$ cat src/rtl/uart_pkg.sv
// rtl/uart_pkg.sv - shared types and constants for the UART receive path
package uart_pkg;

   localparam int RX_ENTRY_W = 10;

   typedef enum logic [1:0] {
      IDLE,
      ACTIVE,
      PUSH,
      GAP
   } rx_ctrl_state_e;

   typedef struct packed {
      logic       frame_err;
      logic       parity_err;
      logic [7:0] data;
   } rx_fifo_entry_t;

endpackage

$ cat src/rtl/uart_rx_ctrl_if.sv
// rtl/uart_rx_ctrl_if.sv - receiver-side and read-side handshake bundle of uart_rx_ctrl
interface uart_rx_ctrl_if;
   import uart_pkg::*;

   logic                  i_rx_started;
   logic                  i_rx_done;
   logic                  i_rx_frame_error;
   logic                  i_rx_parity_error;
   logic [8:0]            i_rx_word;
   logic                  o_fifo_full;
   logic                  i_rd_ack;
   logic                  o_rd_valid;
   logic [RX_ENTRY_W-1:0] o_rd_data;

   modport slave (
      input  i_rx_started, i_rx_done, i_rx_frame_error, i_rx_parity_error, i_rx_word, i_rd_ack,
      output o_fifo_full, o_rd_valid, o_rd_data
   );

   modport master (
      output i_rx_started, i_rx_done, i_rx_frame_error, i_rx_parity_error, i_rx_word, i_rd_ack,
      input  o_fifo_full, o_rd_valid, o_rd_data
   );

endinterface

$ cat src/rtl/uart_sync_fifo.sv
// rtl/uart_sync_fifo.sv - first-word fall-through synchronous FIFO; push while full is
// accepted only when a pop frees a slot in the same cycle
module uart_sync_fifo #(
   parameter  int WIDTH = 10,
   parameter  int DEPTH = 16,
   localparam int AW    = $clog2(DEPTH),
   localparam int LW    = AW + 1
) (
   input  logic             clk,
   input  logic             rst_n,
   input  logic             push,
   input  logic             pop,
   input  logic [WIDTH-1:0] wdata,
   output logic [WIDTH-1:0] rdata,
   output logic             full,
   output logic             empty,
   output logic [LW-1:0]    level
);

   logic [WIDTH-1:0] mem_q [DEPTH];
   logic [AW-1:0]    wr_ptr_q, wr_ptr_d;
   logic [AW-1:0]    rd_ptr_q, rd_ptr_d;
   logic [LW-1:0]    level_q, level_d;
   logic             do_push, do_pop;

   assign full  = (level_q == LW'(DEPTH));
   assign empty = (level_q == '0);
   assign level = level_q;
   assign rdata = empty ? '0 : mem_q[rd_ptr_q];

   always_comb begin
      do_pop   = pop && !empty;
      do_push  = push && (!full || do_pop);
      wr_ptr_d = wr_ptr_q + AW'(do_push);
      rd_ptr_d = rd_ptr_q + AW'(do_pop);
      level_d  = level_q + LW'(do_push) - LW'(do_pop);
   end

   always_ff @(posedge clk or negedge rst_n) begin
      if (!rst_n) begin
         wr_ptr_q <= '0;
         rd_ptr_q <= '0;
         level_q  <= '0;
      end else begin
         wr_ptr_q <= wr_ptr_d;
         rd_ptr_q <= rd_ptr_d;
         level_q  <= level_d;
      end
   end

   // Storage carries no reset; rdata is masked while empty instead.
   always_ff @(posedge clk) begin
      if (do_push) begin
         mem_q[wr_ptr_q] <= wdata;
      end
   end

endmodule

$ cat src/rtl/uart_rx_ctrl.sv
// rtl/uart_rx_ctrl.sv - frame capture sequencer, RX FIFO back-pressure and interrupts behind uart_rx;
// idle-timeout counters are built only when UART_RX_TIMEOUT_EN is defined
module uart_rx_ctrl
   import uart_pkg::*;
#(
   parameter  int FIFO_DEPTH = 16,
   localparam int CNT_W      = $clog2(FIFO_DEPTH) + 1
) (
   input  logic             i_clk,
   input  logic             i_nrst,
   uart_rx_ctrl_if.slave    bus,
   input  logic             i_parity_enable,
   input  logic [CNT_W-1:0] i_rts_level,
   input  logic [31:0]      i_bit_length,
   input  logic [7:0]       i_timeout_bits,
   input  logic             i_status_clr,
   output logic [CNT_W-1:0] o_level,
   output logic             o_irq_data,
   output logic             o_irq_overrun,
   output logic             o_irq_timeout
);

   rx_ctrl_state_e   state_q, state_d;
   rx_fifo_entry_t   entry_q, entry_d;
   rx_fifo_entry_t   head;
   logic             done_prev_q;
   logic             fifo_full_q, fifo_full_d;
   logic             overrun_q, overrun_d;
   logic             done_rise, push, pop;
   logic             f_full, f_empty;
   logic [CNT_W-1:0] f_level;

   assign done_rise = bus.i_rx_done && !done_prev_q;
   assign push      = (state_q == PUSH);
   assign pop       = bus.i_rd_ack && !f_empty;

   uart_sync_fifo #(
      .WIDTH (RX_ENTRY_W),
      .DEPTH (FIFO_DEPTH)
   ) u_fifo (
      .clk   (i_clk),
      .rst_n (i_nrst),
      .push  (push),
      .pop   (bus.i_rd_ack),
      .wdata (entry_q),
      .rdata (head),
      .full  (f_full),
      .empty (f_empty),
      .level (f_level)
   );

   always_comb begin
      state_d = state_q;
      entry_d = entry_q;
      case (state_q)
         IDLE:   if (bus.i_rx_started) state_d = ACTIVE;
         ACTIVE: begin
            if (done_rise) begin
               state_d            = PUSH;
               entry_d.frame_err  = bus.i_rx_frame_error;
               entry_d.parity_err = bus.i_rx_parity_error && i_parity_enable;
               entry_d.data       = bus.i_rx_word[7:0];
            end
         end
         PUSH:   state_d = GAP;
         GAP: begin
            if (bus.i_rx_started) state_d = ACTIVE;
            else if (f_empty)     state_d = IDLE;
         end
         default: state_d = IDLE;
      endcase
      // A zero threshold compares true at any occupancy, so RTS stays asserted.
      fifo_full_d = (f_level >= i_rts_level) || f_full;
      overrun_d   = (push && f_full && !pop) ? 1'b1 : (i_status_clr ? 1'b0 : overrun_q);
   end

   always_ff @(posedge i_clk or negedge i_nrst) begin
      if (!i_nrst) begin
         state_q     <= IDLE;
         entry_q     <= '0;
         done_prev_q <= 1'b0;
         fifo_full_q <= 1'b0;
         overrun_q   <= 1'b0;
      end else begin
         state_q     <= state_d;
         entry_q     <= entry_d;
         done_prev_q <= bus.i_rx_done;
         fifo_full_q <= fifo_full_d;
         overrun_q   <= overrun_d;
      end
   end

   assign bus.o_fifo_full = fifo_full_q;
   assign bus.o_rd_valid  = !f_empty;
   assign bus.o_rd_data   = head;
   assign o_level         = f_level;
   assign o_irq_data      = !f_empty;
   assign o_irq_overrun   = overrun_q;

`ifdef UART_RX_TIMEOUT_EN
   logic [31:0] presc_q, presc_d;
   logic [7:0]  bits_q, bits_d;
   logic        timeout_q, timeout_d;
   logic        to_set;

   always_comb begin
      presc_d = '0;
      bits_d  = '0;
      to_set  = 1'b0;
      // Counting stops once the limit is reached so a cleared flag is not re-armed by the same idle spell.
      if (state_q == GAP && !f_empty && !bus.i_rx_started && !pop && i_timeout_bits != 8'd0) begin
         presc_d = presc_q;
         bits_d  = bits_q;
         if (bits_q < i_timeout_bits) begin
            if (presc_q + 32'd1 >= i_bit_length) begin
               presc_d = '0;
               bits_d  = bits_q + 8'd1;
               to_set  = (bits_q + 8'd1 == i_timeout_bits);
            end else begin
               presc_d = presc_q + 32'd1;
            end
         end
      end
      timeout_d = to_set ? 1'b1 : (i_status_clr ? 1'b0 : timeout_q);
   end

   always_ff @(posedge i_clk or negedge i_nrst) begin
      if (!i_nrst) begin
         presc_q   <= '0;
         bits_q    <= '0;
         timeout_q <= 1'b0;
      end else begin
         presc_q   <= presc_d;
         bits_q    <= bits_d;
         timeout_q <= timeout_d;
      end
   end

   assign o_irq_timeout = timeout_q;

   logic unused_in;
   assign unused_in = bus.i_rx_word[8];
`else
   assign o_irq_timeout = 1'b0;

   logic unused_in;
   assign unused_in = ^{bus.i_rx_word[8], i_bit_length, i_timeout_bits};
`endif

endmodule
$ cat src/flat_wrapper.sv
// flat-port wrapper written by rule: the top's interface ports become plain ports
module uart_rx_ctrl_flat import uart_pkg::*;
#(
   parameter  int FIFO_DEPTH = 16,
   localparam int CNT_W      = $clog2(FIFO_DEPTH) + 1
)
  (i_clk, i_nrst, i_parity_enable, i_rts_level, i_bit_length, i_timeout_bits, i_status_clr, o_level, o_irq_data, o_irq_overrun, o_irq_timeout, bus_i_rx_started, bus_i_rx_done, bus_i_rx_frame_error, bus_i_rx_parity_error, bus_i_rx_word, bus_i_rd_ack, bus_o_fifo_full, bus_o_rd_valid, bus_o_rd_data);
  uart_rx_ctrl_if bus_i ();
  input  logic i_clk;
  input  logic i_nrst;
  input  logic i_parity_enable;
  input  logic [CNT_W-1:0] i_rts_level;
  input  logic [31:0] i_bit_length;
  input  logic [7:0] i_timeout_bits;
  input  logic i_status_clr;
  output logic [CNT_W-1:0] o_level;
  output logic o_irq_data;
  output logic o_irq_overrun;
  output logic o_irq_timeout;
  input wire logic [$bits(bus_i.i_rx_started)-1:0] bus_i_rx_started;
  input wire logic [$bits(bus_i.i_rx_done)-1:0] bus_i_rx_done;
  input wire logic [$bits(bus_i.i_rx_frame_error)-1:0] bus_i_rx_frame_error;
  input wire logic [$bits(bus_i.i_rx_parity_error)-1:0] bus_i_rx_parity_error;
  input wire logic [$bits(bus_i.i_rx_word)-1:0] bus_i_rx_word;
  input wire logic [$bits(bus_i.i_rd_ack)-1:0] bus_i_rd_ack;
  output wire logic [$bits(bus_i.o_fifo_full)-1:0] bus_o_fifo_full;
  output wire logic [$bits(bus_i.o_rd_valid)-1:0] bus_o_rd_valid;
  output wire logic [$bits(bus_i.o_rd_data)-1:0] bus_o_rd_data;
  assign bus_i.i_rx_started = bus_i_rx_started;
  assign bus_i.i_rx_done = bus_i_rx_done;
  assign bus_i.i_rx_frame_error = bus_i_rx_frame_error;
  assign bus_i.i_rx_parity_error = bus_i_rx_parity_error;
  assign bus_i.i_rx_word = bus_i_rx_word;
  assign bus_i.i_rd_ack = bus_i_rd_ack;
  assign bus_o_fifo_full = bus_i.o_fifo_full;
  assign bus_o_rd_valid = bus_i.o_rd_valid;
  assign bus_o_rd_data = bus_i.o_rd_data;
  uart_rx_ctrl #(.FIFO_DEPTH(FIFO_DEPTH)) u_core (.i_clk(i_clk), .i_nrst(i_nrst), .bus(bus_i), .i_parity_enable(i_parity_enable), .i_rts_level(i_rts_level), .i_bit_length(i_bit_length), .i_timeout_bits(i_timeout_bits), .i_status_clr(i_status_clr), .o_level(o_level), .o_irq_data(o_irq_data), .o_irq_overrun(o_irq_overrun), .o_irq_timeout(o_irq_timeout));
endmodule
$ cat config.mk
export PLATFORM = sky130hd
export DESIGN_NAME = uart_rx_ctrl_flat
export DESIGN_NICKNAME = d
export VERILOG_FILES = /design/src/rtl/uart_pkg.sv /design/src/rtl/uart_rx_ctrl_if.sv /design/src/rtl/uart_sync_fifo.sv /design/src/rtl/uart_rx_ctrl.sv /design/src/flat_wrapper.sv
export SDC_FILE = /design/constraint.sdc
export NUM_CORES = 1
export LEC_CHECK = 0
export CAP_MARGIN = 20
export CORE_ASPECT_RATIO = 1.25
export CORE_UTILIZATION = 56
export DETAILED_ROUTE_END_ITERATION = 8
export PLACE_DENSITY = 0.79
export SLEW_MARGIN = 20
export SYNTH_ARGS = -nofsm -noshare
export SYNTH_HDL_FRONTEND = slang
export SYNTH_HIERARCHICAL = 1
export SYNTH_SLANG_ARGS = --single-unit
$ cat constraint.sdc
create_clock -name i_clk -period 3.5 [get_ports i_clk]
set_clock_uncertainty 0.1 [all_clocks]
set_input_delay 1.05 -clock i_clk [delete_from_list [all_inputs] [get_ports i_clk]]
set_output_delay 1.05 -clock i_clk [all_outputs]
set_load 0.02 [all_outputs]
=== Yosys cells after proc, flatten, opt, wreduce, memory -nomap -nowiden ===
Memory sizes are Yosys's and may differ from the RTL's.
Index checks and enable logic that the tools add are counted.

* Add/sub/neg operators: 4
* Magnitude comparators: 1
* Equality and inequality tests: 7
* Muxes and demuxes: 10
* Reductions and logical operators: 17

{| class="wikitable"
|+ Operators by type and width
! cell !! count
|-
| 10-bit 2-to-1 mux || 1
|-
| 4-bit by 1-bit adder with 4-bit output || 2
|-
| 2-bit 2-to-1 mux || 4
|-
| 2-bit one-hot mux with 4 select lines || 1
|-
| 1-bit logical AND || 6
|-
| 5-bit by 1-bit adder with 5-bit output || 1
|-
| 5-bit == test (second input constant) || 1
|-
| 5-bit >= comparator || 1
|-
| 5-bit zero test || 1
|-
| 5-bit by 1-bit subtractor with 5-bit output || 1
|-
| 2-bit == test (second input constant) || 2
|-
| 1-bit zero test || 4
|-
| 1-bit 2-to-1 mux || 4
|-
| 3-bit by 2-bit != test with 1-bit output (second input constant) || 1
|-
| 3-bit AND reduction || 1
|-
| 2-bit by 1-bit == test with 1-bit output (second input constant) || 1
|-
| 2-bit zero test || 1
|-
| 1-bit logical OR || 2
|-
| 2-bit by 1-bit != test with 1-bit output (second input constant) || 1
|-
| 2-bit != test (second input constant) || 1
|-
| 2-bit AND reduction || 1
|-
| 2-bit nonzero test || 1
|}

* Flip-flop bits (word level): 28
* Bits in writable memories: 160
* Bits of input ports: 63
* Logic and storage cells: 50
* Memories: 1

{| class="wikitable"
|+ Memories
! name !! depth !! width !! read ports !! clocked after Yosys merged registers in !! wr ports !! RTL line !! source
|-
| u_core.u_fifo.mem_q || 16 || 10 || 1 || 0 || 1 || uart_sync_fifo.sv:20 || <nowiki>logic [WIDTH-1:0] mem_q [DEPTH];</nowiki>
|}

=== Depth between registers and ports, before layout ===
Gate-level depths: netlist (run 1).

* Word-level depth: 7
* Mapped depth: 13
* Gate-level depth less buffers: 13

=== Cells and area by module ===
Netlist (run 1), hierarchy kept.

{| class="wikitable"
|+ Modules (own cells, without submodules)
! module !! times used !! cells each !! area an instance (µm²) !! sequential area each (µm²)
|-
| uart_sync_fifo || 1 || 326 || 6,976.7 || 5,129.9
|-
| uart_rx_ctrl || 1 || 67 || 833.3 || 375.4
|}

=== Worst setup path after synthesis (run 1) ===
No wires, ideal clock.

* Path kind: register to output
* Start: reg u_core.u_fifo.level_q[2], in the netlist u_core/u_fifo/level[2]
* End: out bus_o_rd_data[0]
* Data arrival time: 1.721 ns
* Data required time: 2.350 ns
* Path slack: 0.629 ns
* Stages on the path, launching flop included: 7
* Path buffers: 1
* Path through: dfrtp_1 -> inv_1 -> ha_1 -> nor4b_4 -> or2_2 -> clkbuf_2 -> o21ai_1

* Cells in the longest elaborated chain, start to end: 2

{| class="wikitable"
|+ RTL lines
! what !! RTL line !! source
|-
| from (decl) || uart_sync_fifo.sv:23 || <nowiki>logic [LW-1:0] level_q, level_d;</nowiki>
|-
| from (signal assigned) || uart_sync_fifo.sv:47 || <nowiki>level_q <= level_d;</nowiki>
|-
| 5-bit zero test || uart_sync_fifo.sv:27 || <nowiki>assign empty = (level_q == '0);</nowiki>
|-
| net u_core.f_empty || uart_rx_ctrl.sv:30 || <nowiki>logic f_full, f_empty;</nowiki>
|-
| 10-bit 2-to-1 mux || uart_sync_fifo.sv:29 || <nowiki>assign rdata = empty ? '0 : mem_q[rd_ptr_q];</nowiki>
|-
| to (decl) || flat_wrapper.sv:28 || <nowiki>output wire logic [$bits(bus_i.o_rd_data)-1:0] bus_o_rd_data;</nowiki>
|}

The timed path passes the listed nets, and every way through them passes these cells.

=== Worst setup path after layout (run 1) ===
* Start: reg u_core.u_fifo.rd_ptr_q[0]
* End: out bus_o_rd_data[1]

* Cells in the longest elaborated chain, start to end: 2

{| class="wikitable"
|+ RTL lines
! what !! RTL line !! source
|-
| from (decl) || uart_sync_fifo.sv:22 || <nowiki>logic [AW-1:0] rd_ptr_q, rd_ptr_d;</nowiki>
|-
| from (signal assigned) || uart_sync_fifo.sv:46 || <nowiki>rd_ptr_q <= rd_ptr_d;</nowiki>
|-
| memory 16 x 10 bit || - ||
|-
| 10-bit 2-to-1 mux || uart_sync_fifo.sv:29 ||
|}

Every way passes these cells.

==> results.sh, run 1 <==
export IMPL_core_sq_mm=0.0134
export IMPL_ctsHoldBuffers=0
export IMPL_arrival_ns=2.29
export IMPL_portBuffers=40
export IMPL_yosysTopAreaCellShare=0.615
export IMPL_tightest_slew_ns=0.808
export IMPL_fin_nets=553
export IMPL_min_period_ns=3.44
export IMPL_cp_depth=5
export IMPL_path_cells="buf_12 -> mux4_1 -> mux2i_1 -> o21ai_1 -> clkdlybuf4s15_1"
export IMPL_dpl_hpwl_microns=9490
export IMPL_postSynthNetCount=475
export IMPL_synth_most_common_cell="edfxtp_1"
export IMPL_diodes=0
export IMPL_max_freq_mhz=291
export IMPL_start_util=0.582
export IMPL_ant_nets=0
export IMPL_placed_area_sq_mm=0.00859
export IMPL_cts_root_buf="clkbuf_16"
export IMPL_drive_gt1_frac=0.246
export IMPL_grt_pass1_vias=4081
export IMPL_p_leak_nw=3.37
export IMPL_htree_levels=4
export IMPL_yosysSeqAreaShare=0.705
export IMPL_design_area_sq_mm=0.00917
export IMPL_netlist_instances=393
export IMPL_grt_pass1_wl_microns=23000
export IMPL_syn_area_per_cell_sq_um=19.9
export IMPL_fin_util=0.684
export IMPL_status="completed"
export IMPL_critPathMaxFanout=13
export IMPL_wl_per_cell_microns=23.1
export IMPL_cts_buffers=17
export IMPL_yosysWarningCount=6
export IMPL_final_setup_viol_count=0
export IMPL_slowest_stage="mux4_1"
export IMPL_antenna_found_initial=0
export IMPL_synth_area_leader_cell="edfxtp_1"
export IMPL_grt_overflow_total=0
export IMPL_hold_viol_final=0
export IMPL_yosys_top_cells_count="160 x edfxtp_1, 28 x dfrtp_1, 24 x mux4_1, 19 x inv_1, 18 x ha_1"
export IMPL_drt_pass1_iter_count=5
export IMPL_period_share=0.982
export IMPL_critical_path_class="flop to output pin"
export IMPL_syn_cell_area_sq_mm=0.00781
export IMPL_die_h_microns=134
export IMPL_die_w_microns=108
export IMPL_power_per_cell_area_mw_per_mm2=883
export IMPL_grt_use_total=0.228
export IMPL_clock_latency_ns=0.43
export IMPL_dieArea_sq_mm=0.0144
export IMPL_syn2layout_area_growth_pct=17.4
export IMPL_worstPathRequired_ns=2.35
export IMPL_drcViolationCount=0
export IMPL_worstSetupEndpointType="output pin"
export IMPL_synth_area_top_cells="edfxtp_1 62%, dfrtp_1 9.0%, mux4_1 8.1%"
export IMPL_synth_distinct_cells=44
export IMPL_clock_sinks=188
export IMPL_viasPerCell=6.08
export IMPL_drt_iter0_drc=325
export IMPL_path_clk_slew_ns=0.07
export IMPL_fin_tns_setup_ns=0
export IMPL_relSlewSlack=0.459
export IMPL_critPathBufInv=2
export IMPL_async_flop_share=0.149
export IMPL_gp_congestion=0.762
export IMPL_cts_tree="yes"
export IMPL_cpPeakStageDelay_ns=0.58
export IMPL_grt_max_degree=29
export IMPL_synth_flop_cell="edfxtp_1"
export IMPL_drv_slew=0
export IMPL_cpLargestDelayFamily="multiplexers"
export IMPL_worstSetupStartpointType="flop"
export IMPL_vias=3984
export IMPL_num_io_pins=83
export IMPL_rows=47
export IMPL_cts_buffer_depth=2
export IMPL_ys_seq_elements=188
export IMPL_r2r_cells=15
export IMPL_hold_class="flop to flop"
export IMPL_max_cap_violations=0
export IMPL_ir_drop_uv=610
export IMPL_finalPower_w=0.00810
export IMPL_routed_wl_microns=15100
export IMPL_hold_depth=1
export IMPL_synth_edf_count=160
[repair_timing]
action / 4_1_cts / 5_1_grt
resized for setup: 23 / 16
setup buffers: 3 / 0
pin swaps: 0 / 0
cloned: 0 / 0
setup endpoints to repair: 12 / 10
[path summary, 6_finish.rpt]
kind / from / to / slack [ns]
worst max-delay path: u_core/u_fifo/rd_ptr_q[0]$_DFF_PN0_ / bus_o_rd_data[1] / 0.06
worst min-delay path: u_core/u_fifo/wr_ptr_q[3]$_DFF_PN0_ / u_core/u_fifo/wr_ptr_q[3]$_DFF_PN0_ / 0.45
worst max register to register: u_core/u_fifo/level[3]$_DFF_PN0_ / u_core/u_fifo/level[4]$_DFF_PN0_ / 0.77
worst min register to register: u_core/u_fifo/wr_ptr_q[3]$_DFF_PN0_ / u_core/u_fifo/wr_ptr_q[3]$_DFF_PN0_ / 0.45
max in group asynchronous: i_nrst / u_core/u_fifo/level[3]$_DFF_PN0_ / 1.68
min in group asynchronous: i_nrst / u_core/done_prev_q$_DFF_PN0_ / 0.98
[registers in the layout, indices dropped and copies added (netlist names)]
signal	flops
u_core/state_q	2
u_core/bus.o_fifo_full	1
u_core/o_irq_overrun	1
u_core/u_fifo/level	5
u_core/u_fifo/mem_q	160
u_core/u_fifo/rd_ptr_q	4
u_core/u_fifo/wr_ptr_q	4
u_core/entry_q	10
u_core/done_prev_q	1
[placed cells by master, fill, tap and decap left out, drive strengths merged, types with 2 or more instances in the layout]
master         netlist  routed
edfxtp             160     160
mux4                40      40
buf                 12      39
clkdlybuf4s50        0      30
dfrtp               28      28
clkbuf               5      24
inv                 20      23
ha                  18      18
o21ai               17      17
mux2i               11      11
nor3                10      10
mux2                10      10
a22oi               10      10
nand2                7       7
clkinv               0       7
nand2b               6       6
xnor2                5       5
a21oi                4       4
xor2                 4       4
nor2                 4       4
bufinv               0       3
nand3                3       3
nor4                 3       3
a21o                 2       2
a211oi               2       2
[worst register-to-register path: cells and delay by family, from the launching register on]
kind,cells,cell delay [ns]
compound gates,3,0.33
xor+xnor,2,0.26
simple gates,2,0.24
flops,1,0.38
fa+ha+maj,3,0.82
buf+inv,5,0.54
[cell type report]
| class | instances | area, sq um |
|---|---|---|
| tap | 171 | 214 |
| fill | 845 | 4240 |
| multi-input combinational | 168 | 2100 |
| inverter | 20 | 75.1 |
| sequential | 188 | 5510 |
| clock buffer | 18 | 429 |
| clock inverter | 14 | 168 |
| timing repair buffer | 76 | 676 |
[per-layer routing]
metal | vias to the layer above | wire (microns) | track usage
li1 | 1742 | - | -
met1 | 2053 | 5900 | 0.287
met2 | 172 | 8060 | 0.386
met3 | 17 | 923 | 0.0530
met4 | 0 | 222 | 0.0845
met5 | - | 0 | 0
[where the power goes]
group,switching (W),internal [W]
combinational,0.00139,0.00125
clock,0.000817,0.00113
sequential,0.000474,0.00304
[metrics by stage]
step,hold WS [ns],std cells,worst slack [ns]
final,0.447,655,0.0646
after global routing,0.449,655,-0.000472
after CTS,0.442,655,0.00183
after detailed placement,0.425,620,0.0817
after global placement,0.406,620,0.177
after floorplan,0.370,393,0.629
[cell families after synthesis]
| group | after synthesis | synth area share |
|---|---|---|
| DFF | 188 | 0.705 |
| muxes | 61 | 0.160 |
| and+or+nand+nor | 41 | 0.0330 |
| AOI/OAI and AO/OA | 37 | 0.0298 |
| buffers and inverters | 37 | 0.0306 |
| adders and majority gates | 19 | 0.0314 |
| xor gates and xnor gates | 9 | 0.0101 |
| other | 1 | 0.000480 |
No activity file was read; power rests on OpenSTA's default activity.
==> inputs of run 2 (changes only) <==
Settings changed: PLACE_DENSITY 0.79 to 0.83, SKIP_CTS_REPAIR_TIMING set to 1.
==> run 2 against run 1 <==
Net effect:
- sequential cell count unchanged
- highest routed layer unchanged
- clock power is 5% lower
- die area stayed put
- non-clock buffer count down 5
- total power decreased by 1.0%
- critical path depth is 4 higher
- worst setup slack got worse by 0.0098 ns
- fmax down 0.28%
==> results.sh, run 2 (synthesized netlist as in run 1, its figures left out) <==
export IMPL_status="completed"
export IMPL_drv_slew=0
export IMPL_wl_per_cell_microns=24.2
export IMPL_grt_overflow_total=0
export IMPL_gp_congestion=0.773
export IMPL_core_sq_mm=0.0134
export IMPL_drt_pass1_iter_count=5
export IMPL_setup_ws_ns=0.0548
export IMPL_drt_iter0_drc=357
export IMPL_path_cells="inv_1 -> ha_1 -> nor4b_4 -> buf_4 -> nor3b_2 -> buf_4 -> a22oi_1 -> o21ai_1 -> clkbuf_2"
export IMPL_htree_levels=4
export IMPL_path_clk_slew_ns=0.07
export IMPL_power_per_cell_area_mw_per_mm2=879
export IMPL_power_internal_w=0.00532
export IMPL_final_setup_viol_count=0
export IMPL_clock_latency_ns=0.42
export IMPL_fin_nets=548
export IMPL_cts_root_buf="clkbuf_16"
export IMPL_grt_pass1_wl_microns=23900
export IMPL_worstSetupStartpointType="flop"
export IMPL_vias=4037
export IMPL_die_h_microns=134
export IMPL_period_share=0.984
export IMPL_rows=47
export IMPL_hold_class="flop to flop"
export IMPL_p_comb_frac=0.330
export IMPL_worstPathRequired_ns=2.35
export IMPL_hold_viol_final=0
export IMPL_portBuffers=40
export IMPL_diodes=0
export IMPL_clock_sinks=188
export IMPL_routed_wl_microns=15700
export IMPL_dpl_hpwl_microns=9790
export IMPL_switching_share=0.337
export IMPL_p_seq_frac=0.441
export IMPL_largest_reg_flops=160
export IMPL_startpoint="u_core/u_fifo/level[2]$_DFF_PN0_"
export IMPL_cts_buffer_depth=2
export IMPL_num_io_pins=83
export IMPL_cts_tree="yes"
export IMPL_regMostFlops="u_core/u_fifo/mem_q"
export IMPL_slowest_stage="dfrtp_1"
export IMPL_drcViolationCount=0
export IMPL_p_leak_nw=3.40
export IMPL_syn2layout_area_growth_pct=16.8
export IMPL_cts_buffers=17
export IMPL_final_cell_mix="160 x edfxtp_1, 30 x clkdlybuf4s50_1, 27 x buf_4, 27 x dfrtp_1, 24 x mux4_1"
export IMPL_max_cap_violations=0
export IMPL_antenna_found_initial=0
export IMPL_dieArea_sq_mm=0.0144
export IMPL_design_area_sq_mm=0.00913
export IMPL_relSlewSlack=0.403
export IMPL_p_clk_frac=0.229
export IMPL_placed_area_sq_mm=0.00853
export IMPL_tightest_slew_ns=0.892
export IMPL_switching_power_w=0.00270
export IMPL_min_period_ns=3.45
export IMPL_pre_cts_ws_ns=0.131
export IMPL_grt_max_degree=41
export IMPL_worstHoldStart="u_core/o_irq_overrun$_DFFE_PN0P_"
export IMPL_drive_gt1_frac=0.221
export IMPL_grt_pass1_vias=4244
export IMPL_critical_path_class="flop to output pin"
export IMPL_max_freq_mhz=290
export IMPL_worst_path_most_repeated_cell="buf_4"
export IMPL_ant_nets=0
export IMPL_arrival_ns=2.30
export IMPL_layout_commonest_cell="edfxtp_1"
export IMPL_ir_drop_uv=515
export IMPL_start_util=0.582
export IMPL_worstSetupEndpointType="output pin"
export IMPL_die_w_microns=108
export IMPL_r2r_start="u_core/u_fifo/level[2]$_DFF_PN0_"
export IMPL_cpPeakStageDelay_ns=0.41
export IMPL_critPathMaxFanout=10
export IMPL_stdcell_count=650
export IMPL_viasPerCell=6.21
export IMPL_grt_use_total=0.236
export IMPL_place_inst=614
==> run 2: cell types whose count changed in the layout (fill, tap and decap cells not counted), sizes merged <==
cell           delta
bufinv            -3
inv               +6
buf               -8
dlymetal6s2s      +5
clkinv            -4
clkdlybuf4s15     -1
==> run 2: worst paths after layout <==
path | end | slack, ns | cells past startpoint
max | bus_o_rd_data[6] | 0.05 | 9
min | u_core/o_irq_overrun$_DFFE_PN0P_ | 0.44 | 2
max reg2reg | u_core/u_fifo/level[4]$_DFF_PN0_ | 0.76 | 15
min reg2reg | u_core/o_irq_overrun$_DFFE_PN0P_ | 0.44 | 2
max in group asynchronous | u_core/done_prev_q$_DFF_PN0_ | 1.63 | 2
min in group asynchronous | u_core/entry_q[1]$_DFFE_PN0P_ | 1.03 | 1
==> run 2: metrics by stage <==
stage                     hold WS [ns]   util  total power (W)  setup TNS [ns]
after CTS                        0.444  0.679          0.00810           -3.11
after floorplan                  0.370      -          0.00519               0
final                            0.436  0.681          0.00802               0
after detailed placement         0.400  0.636          0.00622               0
after global placement           0.387  0.636          0.00601               0
after global routing             0.480  0.681          0.00835         -0.0225
==> run 2: routing by layer <==
layer,vias up,GRT usage,share of wire
met1,2087,0.287,0.38
li1,1734,-,-
met4,0,0.0913,0.026
met3,41,0.0471,0.049
met5,-,0,0
met2,175,0.413,0.55
==> run 2: power groups by stage <==
stage          clock network, W  registers, W  logic [W]
2_1_floorplan                 0       0.00340    0.00180
3_3_place_gp                  0       0.00349    0.00252
3_5_place_dp                  0       0.00356    0.00265
4_1_cts                 0.00187       0.00353    0.00270
5_1_grt                 0.00196       0.00358    0.00281
6_report                0.00184       0.00353    0.00265
==> run 2: area by class of cell <==
cell class | instances | area, sq um
Clock buffer | 19 | 475
Clock inverter | 13 | 96.3
Fill cell | 840 | 4280
Inverter | 20 | 75.1
Multi-Input combinational cell | 168 | 2090
Sequential cell | 188 | 5510
Tap cell | 171 | 214
Timing Repair Buffer | 71 | 671
==> run 2: worst max-delay path, delay by kind of cell, from the launching register on <==
family | cells | cell delay, ns
buffers and inverters | 4 | 0.65
DFF | 1 | 0.41
AOI/OAI and AO/OA | 2 | 0.34
and+or+nand+nor | 2 | 0.26
adders and majority gates | 1 | 0.20
